===== src/rtl/reg_arb_pkg.sv =====
//------------------------------------------------------------------------------
// Module   : reg_arb_pkg
// Brief    : Shared types and constants for the register-bus arbiter.
// Revision : 1.0 - initial release
//------------------------------------------------------------------------------
`default_nettype none

package reg_arb_pkg;

  typedef enum logic [0:0] {
    IDLE = 1'b0,
    BUSY = 1'b1
  } state_e;

  localparam int c_tmo_cnt_w = 16;

  function automatic int wrap_inc(input int idx, input int n);
    return (idx + 1 >= n) ? 0 : idx + 1;
  endfunction

endpackage

`default_nettype wire


===== src/rtl/reg_arb_if.sv =====
//------------------------------------------------------------------------------
// Module   : reg_arb_if
// Brief    : Requester-side and target-side register bus bundle for reg_arb.
// Revision : 1.0 - initial release
//------------------------------------------------------------------------------
`default_nettype none

interface reg_arb_if #(
  parameter int NUM_REQ    = 2,
  parameter int ADDR_WIDTH = 32,
  parameter int DATA_WIDTH = 32
);

  localparam int c_strb_w = DATA_WIDTH / 8;

  logic                  req_valid_i [NUM_REQ];
  logic                  req_write_i [NUM_REQ];
  logic [ADDR_WIDTH-1:0] req_addr_i  [NUM_REQ];
  logic [DATA_WIDTH-1:0] req_wdata_i [NUM_REQ];
  logic [c_strb_w-1:0]   req_wstrb_i [NUM_REQ];
  logic                  req_ready_o [NUM_REQ];
  logic [DATA_WIDTH-1:0] req_rdata_o [NUM_REQ];
  logic                  req_error_o [NUM_REQ];

  logic                  tgt_valid_o;
  logic                  tgt_write_o;
  logic [ADDR_WIDTH-1:0] tgt_addr_o;
  logic [DATA_WIDTH-1:0] tgt_wdata_o;
  logic [c_strb_w-1:0]   tgt_wstrb_o;
  logic                  tgt_ready_i;
  logic [DATA_WIDTH-1:0] tgt_rdata_i;
  logic                  tgt_error_i;

  modport slave (
    input  req_valid_i, req_write_i, req_addr_i, req_wdata_i, req_wstrb_i,
    output req_ready_o, req_rdata_o, req_error_o,
    output tgt_valid_o, tgt_write_o, tgt_addr_o, tgt_wdata_o, tgt_wstrb_o,
    input  tgt_ready_i, tgt_rdata_i, tgt_error_i
  );

  modport master (
    output req_valid_i, req_write_i, req_addr_i, req_wdata_i, req_wstrb_i,
    input  req_ready_o, req_rdata_o, req_error_o,
    input  tgt_valid_o, tgt_write_o, tgt_addr_o, tgt_wdata_o, tgt_wstrb_o,
    output tgt_ready_i, tgt_rdata_i, tgt_error_i
  );

endinterface

`default_nettype wire


===== src/rtl/reg_arb_rr_pick.sv =====
//------------------------------------------------------------------------------
// Module   : reg_arb_rr_pick
// Brief    : Combinational rotating-priority picker: first valid at/above i_rr.
// Revision : 1.0 - initial release
//------------------------------------------------------------------------------
`default_nettype none

module reg_arb_rr_pick #(
  parameter int NUM_REQ = 2
) (
  input  logic [NUM_REQ-1:0]         i_valid,
  input  logic [$clog2(NUM_REQ)-1:0] i_rr,
  output logic                       o_found,
  output logic [$clog2(NUM_REQ)-1:0] o_idx
);

  localparam int c_idx_w = $clog2(NUM_REQ);

  int w_pos;

  // Walk offsets from farthest to nearest so the nearest valid index wins.
  always_comb begin
    o_found = |i_valid;
    o_idx   = '0;
    w_pos   = 0;
    for (int off = NUM_REQ - 1; off >= 0; off--) begin
      w_pos = int'(i_rr) + off;
      if (w_pos >= NUM_REQ) begin
        w_pos = w_pos - NUM_REQ;
      end
      if (i_valid[w_pos[c_idx_w-1:0]]) begin
        o_idx = c_idx_w'(w_pos);
      end
    end
  end

endmodule

`default_nettype wire


===== src/rtl/reg_arb.sv =====
//------------------------------------------------------------------------------
// Module   : reg_arb
// Brief    : Round-robin N:1 register-bus arbiter with zero-latency forwarding.
//            Optional BUSY timeout enabled by macro REG_ARB_TIMEOUT_EN.
// Revision : 1.0 - initial release
//------------------------------------------------------------------------------
`default_nettype none

module reg_arb
  import reg_arb_pkg::*;
#(
  parameter int NUM_REQ        = 2,
  parameter int ADDR_WIDTH     = 32,
  parameter int DATA_WIDTH     = 32,
  parameter int TIMEOUT_CYCLES = 255
) (
  input  logic                       clk_i,
  input  logic                       rst_ni,
  reg_arb_if.slave                   bus,
  output logic                       busy_o,
  output logic [$clog2(NUM_REQ)-1:0] grant_o,
  output logic                       timeout_o
);

  localparam int c_idx_w  = $clog2(NUM_REQ);
  localparam int c_strb_w = DATA_WIDTH / 8;

  state_e               r_state;
  logic [c_idx_w-1:0]   rr_q;
  logic [c_idx_w-1:0]   gnt_q;

  logic [NUM_REQ-1:0]   w_valid_vec;
  logic                 w_found;
  logic [c_idx_w-1:0]   w_win_idx;
  logic [c_idx_w-1:0]   w_sel_idx;
  logic                 w_sel_valid;
  logic                 w_timeout;
  logic                 w_fwd;
  logic                 w_resp;

  for (genvar i = 0; i < NUM_REQ; i++) begin : g_valid
    assign w_valid_vec[i] = bus.req_valid_i[i];
  end

  reg_arb_rr_pick #(
    .NUM_REQ (NUM_REQ)
  ) u_pick (
    .i_valid (w_valid_vec),
    .i_rr    (rr_q),
    .o_found (w_found),
    .o_idx   (w_win_idx)
  );

  always_comb begin
    w_sel_idx   = w_win_idx;
    w_sel_valid = w_found;
    if (r_state == BUSY) begin
      w_sel_idx   = gnt_q;
      w_sel_valid = w_valid_vec[gnt_q];
    end
  end

`ifdef REG_ARB_TIMEOUT_EN
  logic [c_tmo_cnt_w-1:0] r_tmo_cnt;

  // A ready target in the same cycle wins over the timeout.
  assign w_timeout = rst_ni && (r_state == BUSY) && w_valid_vec[gnt_q] &&
                     !bus.tgt_ready_i &&
                     (r_tmo_cnt == c_tmo_cnt_w'(TIMEOUT_CYCLES));
`else
  localparam int c_unused_timeout = TIMEOUT_CYCLES;
  assign w_timeout = 1'b0;
`endif

  assign w_fwd  = rst_ni && w_sel_valid && !w_timeout;
  assign w_resp = (w_fwd && bus.tgt_ready_i) || w_timeout;

  assign bus.tgt_valid_o = w_fwd;
  assign bus.tgt_write_o = w_fwd && bus.req_write_i[w_sel_idx];
  assign bus.tgt_addr_o  = w_fwd ? bus.req_addr_i[w_sel_idx]  : {ADDR_WIDTH{1'b0}};
  assign bus.tgt_wdata_o = w_fwd ? bus.req_wdata_i[w_sel_idx] : {DATA_WIDTH{1'b0}};
  assign bus.tgt_wstrb_o = w_fwd ? bus.req_wstrb_i[w_sel_idx] : {c_strb_w{1'b0}};

  for (genvar i = 0; i < NUM_REQ; i++) begin : g_resp
    logic w_hit;
    assign w_hit              = w_resp && (w_sel_idx == c_idx_w'(i));
    assign bus.req_ready_o[i] = w_hit;
    assign bus.req_error_o[i] = w_hit && (w_timeout || bus.tgt_error_i);
    assign bus.req_rdata_o[i] = (w_hit && !w_timeout) ? bus.tgt_rdata_i : {DATA_WIDTH{1'b0}};
  end

  assign busy_o    = (r_state == BUSY);
  assign grant_o   = (r_state == IDLE && w_found) ? w_win_idx : gnt_q;
  assign timeout_o = w_timeout;

  always_ff @(posedge clk_i or negedge rst_ni) begin
    if (!rst_ni) begin
      r_state   <= IDLE;
      rr_q      <= '0;
      gnt_q     <= '0;
`ifdef REG_ARB_TIMEOUT_EN
      r_tmo_cnt <= '0;
`endif
    end else begin
      case (r_state)
        IDLE: begin
          if (w_found) begin
            gnt_q <= w_win_idx;
            if (bus.tgt_ready_i) begin
              rr_q <= c_idx_w'(wrap_inc(int'(w_win_idx), NUM_REQ));
            end else begin
              r_state   <= BUSY;
`ifdef REG_ARB_TIMEOUT_EN
              r_tmo_cnt <= '0;
`endif
            end
          end
        end
        BUSY: begin
          // A withdrawn request leaves the rotation untouched.
          if (!w_valid_vec[gnt_q]) begin
            r_state <= IDLE;
          end else if (bus.tgt_ready_i || w_timeout) begin
            rr_q    <= c_idx_w'(wrap_inc(int'(gnt_q), NUM_REQ));
            r_state <= IDLE;
          end
`ifdef REG_ARB_TIMEOUT_EN
          else begin
            r_tmo_cnt <= r_tmo_cnt + 1'b1;
          end
`endif
        end
        default: r_state <= IDLE;
      endcase
    end
  end

endmodule

`default_nettype wire


===== src/flat_wrapper.sv =====
// flat-port wrapper written by rule: the top's interface ports become plain ports
module reg_arb_flat import reg_arb_pkg::*;
#(
  parameter int NUM_REQ        = 2,
  parameter int ADDR_WIDTH     = 32,
  parameter int DATA_WIDTH     = 32,
  parameter int TIMEOUT_CYCLES = 255
)
  (clk_i, rst_ni, busy_o, grant_o, timeout_o, bus_req_valid_i, bus_req_write_i, bus_req_addr_i, bus_req_wdata_i, bus_req_wstrb_i, bus_req_ready_o, bus_req_rdata_o, bus_req_error_o, bus_tgt_valid_o, bus_tgt_write_o, bus_tgt_addr_o, bus_tgt_wdata_o, bus_tgt_wstrb_o, bus_tgt_ready_i, bus_tgt_rdata_i, bus_tgt_error_i);
  reg_arb_if #(.NUM_REQ(NUM_REQ), .ADDR_WIDTH(ADDR_WIDTH), .DATA_WIDTH(DATA_WIDTH)) bus_i ();
  input  logic clk_i;
  input  logic rst_ni;
  output logic busy_o;
  output logic [$clog2(NUM_REQ)-1:0] grant_o;
  output logic timeout_o;
  input wire logic [$bits(bus_i.req_valid_i)-1:0] bus_req_valid_i;
  input wire logic [$bits(bus_i.req_write_i)-1:0] bus_req_write_i;
  input wire logic [$bits(bus_i.req_addr_i)-1:0] bus_req_addr_i;
  input wire logic [$bits(bus_i.req_wdata_i)-1:0] bus_req_wdata_i;
  input wire logic [$bits(bus_i.req_wstrb_i)-1:0] bus_req_wstrb_i;
  output wire logic [$bits(bus_i.req_ready_o)-1:0] bus_req_ready_o;
  output wire logic [$bits(bus_i.req_rdata_o)-1:0] bus_req_rdata_o;
  output wire logic [$bits(bus_i.req_error_o)-1:0] bus_req_error_o;
  output wire logic [$bits(bus_i.tgt_valid_o)-1:0] bus_tgt_valid_o;
  output wire logic [$bits(bus_i.tgt_write_o)-1:0] bus_tgt_write_o;
  output wire logic [$bits(bus_i.tgt_addr_o)-1:0] bus_tgt_addr_o;
  output wire logic [$bits(bus_i.tgt_wdata_o)-1:0] bus_tgt_wdata_o;
  output wire logic [$bits(bus_i.tgt_wstrb_o)-1:0] bus_tgt_wstrb_o;
  input wire logic [$bits(bus_i.tgt_ready_i)-1:0] bus_tgt_ready_i;
  input wire logic [$bits(bus_i.tgt_rdata_i)-1:0] bus_tgt_rdata_i;
  input wire logic [$bits(bus_i.tgt_error_i)-1:0] bus_tgt_error_i;
  assign bus_i.req_valid_i = {>>{bus_req_valid_i}};
  assign bus_i.req_write_i = {>>{bus_req_write_i}};
  assign bus_i.req_addr_i = {>>{bus_req_addr_i}};
  assign bus_i.req_wdata_i = {>>{bus_req_wdata_i}};
  assign bus_i.req_wstrb_i = {>>{bus_req_wstrb_i}};
  assign bus_req_ready_o = {>>{bus_i.req_ready_o}};
  assign bus_req_rdata_o = {>>{bus_i.req_rdata_o}};
  assign bus_req_error_o = {>>{bus_i.req_error_o}};
  assign bus_tgt_valid_o = bus_i.tgt_valid_o;
  assign bus_tgt_write_o = bus_i.tgt_write_o;
  assign bus_tgt_addr_o = bus_i.tgt_addr_o;
  assign bus_tgt_wdata_o = bus_i.tgt_wdata_o;
  assign bus_tgt_wstrb_o = bus_i.tgt_wstrb_o;
  assign bus_i.tgt_ready_i = bus_tgt_ready_i;
  assign bus_i.tgt_rdata_i = bus_tgt_rdata_i;
  assign bus_i.tgt_error_i = bus_tgt_error_i;
  reg_arb #(.NUM_REQ(NUM_REQ), .ADDR_WIDTH(ADDR_WIDTH), .DATA_WIDTH(DATA_WIDTH), .TIMEOUT_CYCLES(TIMEOUT_CYCLES)) u_core (.clk_i(clk_i), .rst_ni(rst_ni), .bus(bus_i), .busy_o(busy_o), .grant_o(grant_o), .timeout_o(timeout_o));
endmodule

===== config.mk =====
export PLATFORM = sky130hd
export DESIGN_NAME = reg_arb_flat
export DESIGN_NICKNAME = d
export VERILOG_FILES = /design/src/rtl/reg_arb_pkg.sv /design/src/rtl/reg_arb_if.sv /design/src/rtl/reg_arb_rr_pick.sv /design/src/rtl/reg_arb.sv /design/src/flat_wrapper.sv
export SDC_FILE = /design/constraint.sdc
export NUM_CORES = 1
export LEC_CHECK = 0
export CORE_AREA = 2 2 122 124
export CTS_CLUSTER_SIZE = 24
export DETAILED_ROUTE_END_ITERATION = 12
export DIE_AREA = 0 0 124 126
export PLACE_DENSITY_LB_ADDON = 0.15
export SYNTH_ARGS = -nofsm -noshare
export SYNTH_HDL_FRONTEND = slang
export SYNTH_SLANG_ARGS = --single-unit

===== constraint.sdc =====
create_clock -name clk_i -period 3 [get_ports clk_i]
set_input_delay 0.9 -clock clk_i [delete_from_list [all_inputs] [get_ports clk_i]]
set_output_delay 0.9 -clock clk_i [all_outputs]
set_load 0.01 [all_outputs]

After elaboration in Yosys (flattened, before gate mapping)
Index checks and enable logic that the tools add are counted.
{"block": "word_totals", "register_bits": 3, "inputBits": 176, "output_inout_bits": 141}
{"block": "op_classes", "n_addsub": 5, "order_cmp": 8, "eq_ne": 4, "n_mux": 41, "bitwise": 3, "n_reduce_logical": 11}
{"cell": "32-bit 2-to-1 mux", "count": 10}
{"cell": "1-bit 2-to-1 mux", "count": 25}
{"cell": "4-bit 2-to-1 mux", "count": 4}
{"cell": "2-bit greater-or-equal comparator, second input constant", "count": 4}
{"cell": "1-bit logical AND", "count": 8}
{"cell": "1-bit by 1-bit adder with 2-bit output, second input constant", "count": 3}
{"cell": "1-bit by 2-bit < comparator with 1-bit output, second input constant", "count": 3}
{"cell": "2-bit inequality test, second input constant", "count": 3}
{"cell": "1-bit case mux with 2 select lines", "count": 2}
{"cell": "4-bit AND reduction", "count": 1}
{"cell": "1-bit by 2-bit greater-or-equal comparator with 1-bit output, second input constant", "count": 1}
{"cell": "2-bit by 1-bit inequality test with 1-bit output, second input constant", "count": 1}
{"cell": "1-bit NOT", "count": 2}
{"cell": "1-bit NOT with 2-bit output", "count": 1}
{"cell": "2-bit AND reduction", "count": 1}
{"cell": "2-bit OR reduction", "count": 1}
{"cell": "1-bit subtractor, second input constant", "count": 2}

Depth between registers and ports, before layout
{"block": "logic_depth", "ltp_word": 13, "mapped_depth": 7, "depth_no_buf": 4}

By module
From an unflattened synthesis, not the netlist that was laid out.
{"block": "hier_totals", "cells_unflattened": 368, "hier_area_um2": 1806.7}
{"mod": "reg_arb", "instances": 1, "cells_per_inst": 365, "area_per_inst_um2": 1789.2, "seq_area_each_um2": 75.1}
{"mod": "reg_arb_rr_pick", "instances": 1, "cells_per_inst": 3, "area_per_inst_um2": 17.5, "seq_area_each_um2": 0.0}

Worst setup path after synthesis
Ideal clock, no wire load.
{"block": "synth_path", "kind": "input port to output port", "from": "in bus_req_valid_i[1]", "to": "out bus_tgt_addr_o[0]", "arrival_ns": 1.764, "t_required_ns": 2.100, "path_slack_ns": 0.336, "stages": 7, "n_path_buf": 3, "cell_sequence": "and2b_1 o21a_1 buf_4 buf_6 buf_6 nand2_1 a21oi_1"}
{"block": "synth_via", "elab_chain_cells": 10, "elab_cells_between_ends": 17, "classes_between": "mux: 14; bitwise: 1; reduce/logical: 2"}
{"item": "start: declaration", "line_no": "flat_wrapper.sv:16", "rtl": "input wire logic [$bits(bus_i.req_valid_i)-1:0] bus_req_valid_i;"}
{"item": "1-bit 2-to-1 mux (not written as such) (2 in series)", "line_no": "reg_arb_rr_pick.sv:31", "rtl": "if (i_valid[w_pos[c_idx_w-1:0]]) begin"}
{"item": "1-bit 2-to-1 mux (2 in series)", "line_no": "reg_arb_rr_pick.sv:31"}
{"item": "1-bit 2-to-1 mux", "line_no": "reg_arb.sv:57", "rtl": "if (r_state == BUSY) begin"}
{"item": "1-bit NOT with 2-bit output (not written as such)", "line_no": "reg_arb.sv:80", "rtl": "assign bus.tgt_addr_o = w_fwd ? bus.req_addr_i[w_sel_idx] : {ADDR_WIDTH{1'b0}};"}
{"item": "32-bit 2-to-1 mux (not written as such) (3 in series)", "line_no": "reg_arb.sv:80"}
{"item": "32-bit 2-to-1 mux (*)", "line_no": "reg_arb.sv:80"}
{"item": "end: declaration", "line_no": "flat_wrapper.sv:26", "rtl": "output wire logic [$bits(bus_i.tgt_addr_o)-1:0] bus_tgt_addr_o;"}
Every way passes the cells marked *; elsewhere a longest branch is shown, timed or not. The select of a mux whose other input is x is not followed.

Final worst setup path
{"block": "layout_path", "from": "in bus_req_valid_i[1]", "to": "out bus_tgt_wdata_o[18]"}
{"block": "layout_via", "elab_chain_cells": 10, "elab_cells_between_ends": 17, "classes_between": "mux: 14; bitwise: 1; reduce/logical: 2"}
{"item": "1-bit 2-to-1 mux (not written as such) (2 in series)", "line_no": "reg_arb_rr_pick.sv:31"}
{"item": "1-bit 2-to-1 mux (2 in series)", "line_no": "reg_arb_rr_pick.sv:31"}
{"item": "1-bit 2-to-1 mux", "line_no": "reg_arb.sv:57"}
{"item": "1-bit NOT with 2-bit output (not written as such)", "line_no": "reg_arb.sv:81", "rtl": "assign bus.tgt_wdata_o = w_fwd ? bus.req_wdata_i[w_sel_idx] : {DATA_WIDTH{1'b0}};"}
{"item": "32-bit 2-to-1 mux (not written as such) (3 in series)", "line_no": "reg_arb.sv:81"}
{"item": "32-bit 2-to-1 mux (*)", "line_no": "reg_arb.sv:81"}
{"item": "end: declaration", "line_no": "flat_wrapper.sv:27", "rtl": "output wire logic [$bits(bus_i.tgt_wdata_o)-1:0] bus_tgt_wdata_o;"}
Marks and branches as above.

==> reports/results.tsv <==
metric	value	unit
outcome	finished, violations left	
violations	negative setup slack	
grt_pass1_wl	18.2	mm
gp_congestion	0.809	
postCtsHoldBufs	0	
cts_tree	built	
p_int	0.832	mW
switching_share	0.410	
clkTransAtPathRegs	0.03	ns
worstSkewPairLatency	0.23	ns
dpl_cell_area	5170	sq um
yosys.area.top_type	nand2_1	
synth_common_cells	nand2_1 (173), nor2_1 (70), a21oi_1 (69)	
hold_class	reg -> reg	
setup_tns	-0.429	ns
synth-seq-cells	3	
finClkSkew	0.00184	ns
grt_max_degree	52	
setup_slack	-0.0365	ns
area_growth	221	%
port_buffers	315	
slew_violations	0	
drtIter0Drc	63	
htreeDepth	1	
cts_buffers	3	
finalWirelength	12.9	mm
min_period_over_period	1.01	
grt_pass1_vias	3683	
synth-edff-count	0	
drive_above_1_share	0.285	
min_period	3.04	ns
synthesis.area	1710	sq um
synth.distinct_cells	22	
routed_via_density	4.17	
grt_antenna_before_repair	0	
ant_nets	0	
crit_slowest_cell	and2b_2	
dr.pass1.iters	4	
path_class	in -> out	
fillCellCount	1542	
ys_seq_area_frac	0.0440	
syn_inst	368	
diodes	0	
overflow	0	
core_region_area	14300	sq um
p_leak	2.60	nW
power_frac_comb	0.808	
max_freq	329	MHz
seqPwrFrac	0.039	
cp_common_cell	buf_12	
power_density	257	nW/um^2
peakVddDrop	0.132	mV
hold_viol	0	
synthArstFlopShare	1.00	
initial_utilization	0.119	
track_usage	0.147	
die_y	126	um
synth_top_cell_area_share	0.380	
setup.worst_path.end_class	primary output	
root_buffer	clkbuf_16	
cap_violations	0	
die_area	15600	sq um
max_stage_delay	0.22	ns
fin_nets	878	
crit_chain	buf_6 > and2b_2 > o21ai_4 > buf_12 > buf_12 > buf_12 > nand2_1 > a21oi_2 > buf_2	
startpoint_type	input port	
post-dp-hpwl	9.14	mm
rows	44	
io_pins	317	
fin_area	5490	sq um
yosysWarnings	0	
drc	0	
crit_buf_inv	5	
synth.area.top_cells	nand2_1 (38%), a21oi_1 (20%), nor2_1 (15%)	
dpl_worst_slack	-0.792	ns
worst-path-max-fanout	8	
switchingPower	0.578	mW
route.vias.total	3690	
die_width	124	um
avgRoutedWirePerCell	14.6	um
avgSynthCellArea	4.64	sq um
arrival	2.14	ns
clockBufferDepth	2	
yosysMostFrequentCell	nand2_1	
clock_sinks	3	
required	2.10	ns
finalSetupViolations	23	
ys.flop_type	dfrtp_1	
p_clk_frac	0.153	
synth_fp_nets	544	
rsz0062_at_grt	yes	
critPathTopFamily	buffers and inverters	
-- metrics by stage --
| stage | hold slack (ns) | power (mW) | std cells | util |
|---|---|---|---|---|
| floorplan | 0.542 | 0.478 | 368 | - |
| global placement | 0.535 | 1.07 | 857 | 0.361 |
| detailed placement | 0.521 | 1.08 | 857 | 0.361 |
| CTS | 0.528 | 1.45 | 884 | 0.386 |
| global route | 0.549 | 1.52 | 885 | 0.384 |
| finish | 0.524 | 1.41 | 885 | 0.384 |
-- worst register-to-register path, cell delays in order (launching register included) --
cell and delay, ns:
dfrtp_1 0.43, nand2_1 0.11, buf_4 0.13, o21ai_4 0.07, buf_6 0.13, buf_8 0.13, a21o_1 0.16
-- registers in the layout (all words and copies together), names as in the netlist --
register and flops:
u_core.busy_o 1, u_core.gnt_q 1, u_core.rr_q 1
-- cell usage in the layout (no fill, tap or decap), types with 2 or more instances in the layout --
master / instances
clkdlybuf4s15_1: 29
buf_4: 24
inv_1: 3
clkdlybuf4s15_2: 14
buf_2: 74
clkbuf_16: 4
buf_6: 5
buf_8: 3
nand2_4: 13
nor2_1: 67
clkbuf_2: 2
clkdlybuf4s50_1: 172
a21oi_2: 25
nand2_1: 156
a21oi_1: 44
dfrtp_1: 3
buf_12: 15
buf_16: 4
nand2_2: 4
nor2_2: 3
dlygate4sd2_1: 20
-- what timing repair did --
item,CTS,global route
pin swaps,35,21
gates cloned,7,1
endpoints found under the setup margin,139,86
hold endpoints to repair,0,0
resized for setup,463,59
setup buffers,16,3
-- metal layers --
metal / part of all wire / GRT usage / vias to the layer above
met2: 0.54 / 0.294 / 201
met5: 0 / 0 / -
li1: - / - / 1821
met4: 0.016 / 0.0330 / 0
met3: 0.11 / 0.0448 / 18
met1: 0.33 / 0.145 / 1650
-- logic make-up after synthesis --
kind of cell	share of synthesized area
other cells	0.00220
simple gates	0.549
compound gates	0.256
buf+inv	0.148
flops	0.0440
-- power by group through the flow --
stage               Combinational, mW  Clock, mW  Sequential (mW)
floorplan                       0.424          0           0.0538
global placement                 1.02          0           0.0555
detailed placement               1.02          0           0.0550
CTS                              1.17      0.221           0.0546
global route                     1.24      0.223           0.0561
finish                           1.14      0.215           0.0548
-- final timing paths --
kind                                     from                   to  slack (ns)  depth (start not counted)
max                        bus_req_valid_i[1]  bus_tgt_wdata_o[18]       -0.04                          9
max reg2reg                     u_core.busy_o         u_core.gnt_q        1.73                          6
min                              u_core.gnt_q         u_core.gnt_q        0.52                          1
min in group asynchronous              rst_ni          u_core.rr_q        0.79                          2
min reg2reg                      u_core.gnt_q         u_core.gnt_q        0.52                          1
max in group asynchronous              rst_ni         u_core.gnt_q        2.12                          2
-- area by class of cell --
| type | instances | area [sq um] | share of cell area |
|---|---|---|---|
| Clock buffer | 4 | 78.8 | 0.0144 |
| Inverter | 3 | 11.3 | 0.00205 |
| Multi-Input combinational cell | 326 | 1630 | 0.297 |
| Sequential cell | 3 | 75.1 | 0.0137 |
| Tap cell | 184 | 230 | 0.0419 |
| Timing Repair Buffer | 365 | 3460 | 0.631 |
(Power assumes the default switching activity.)
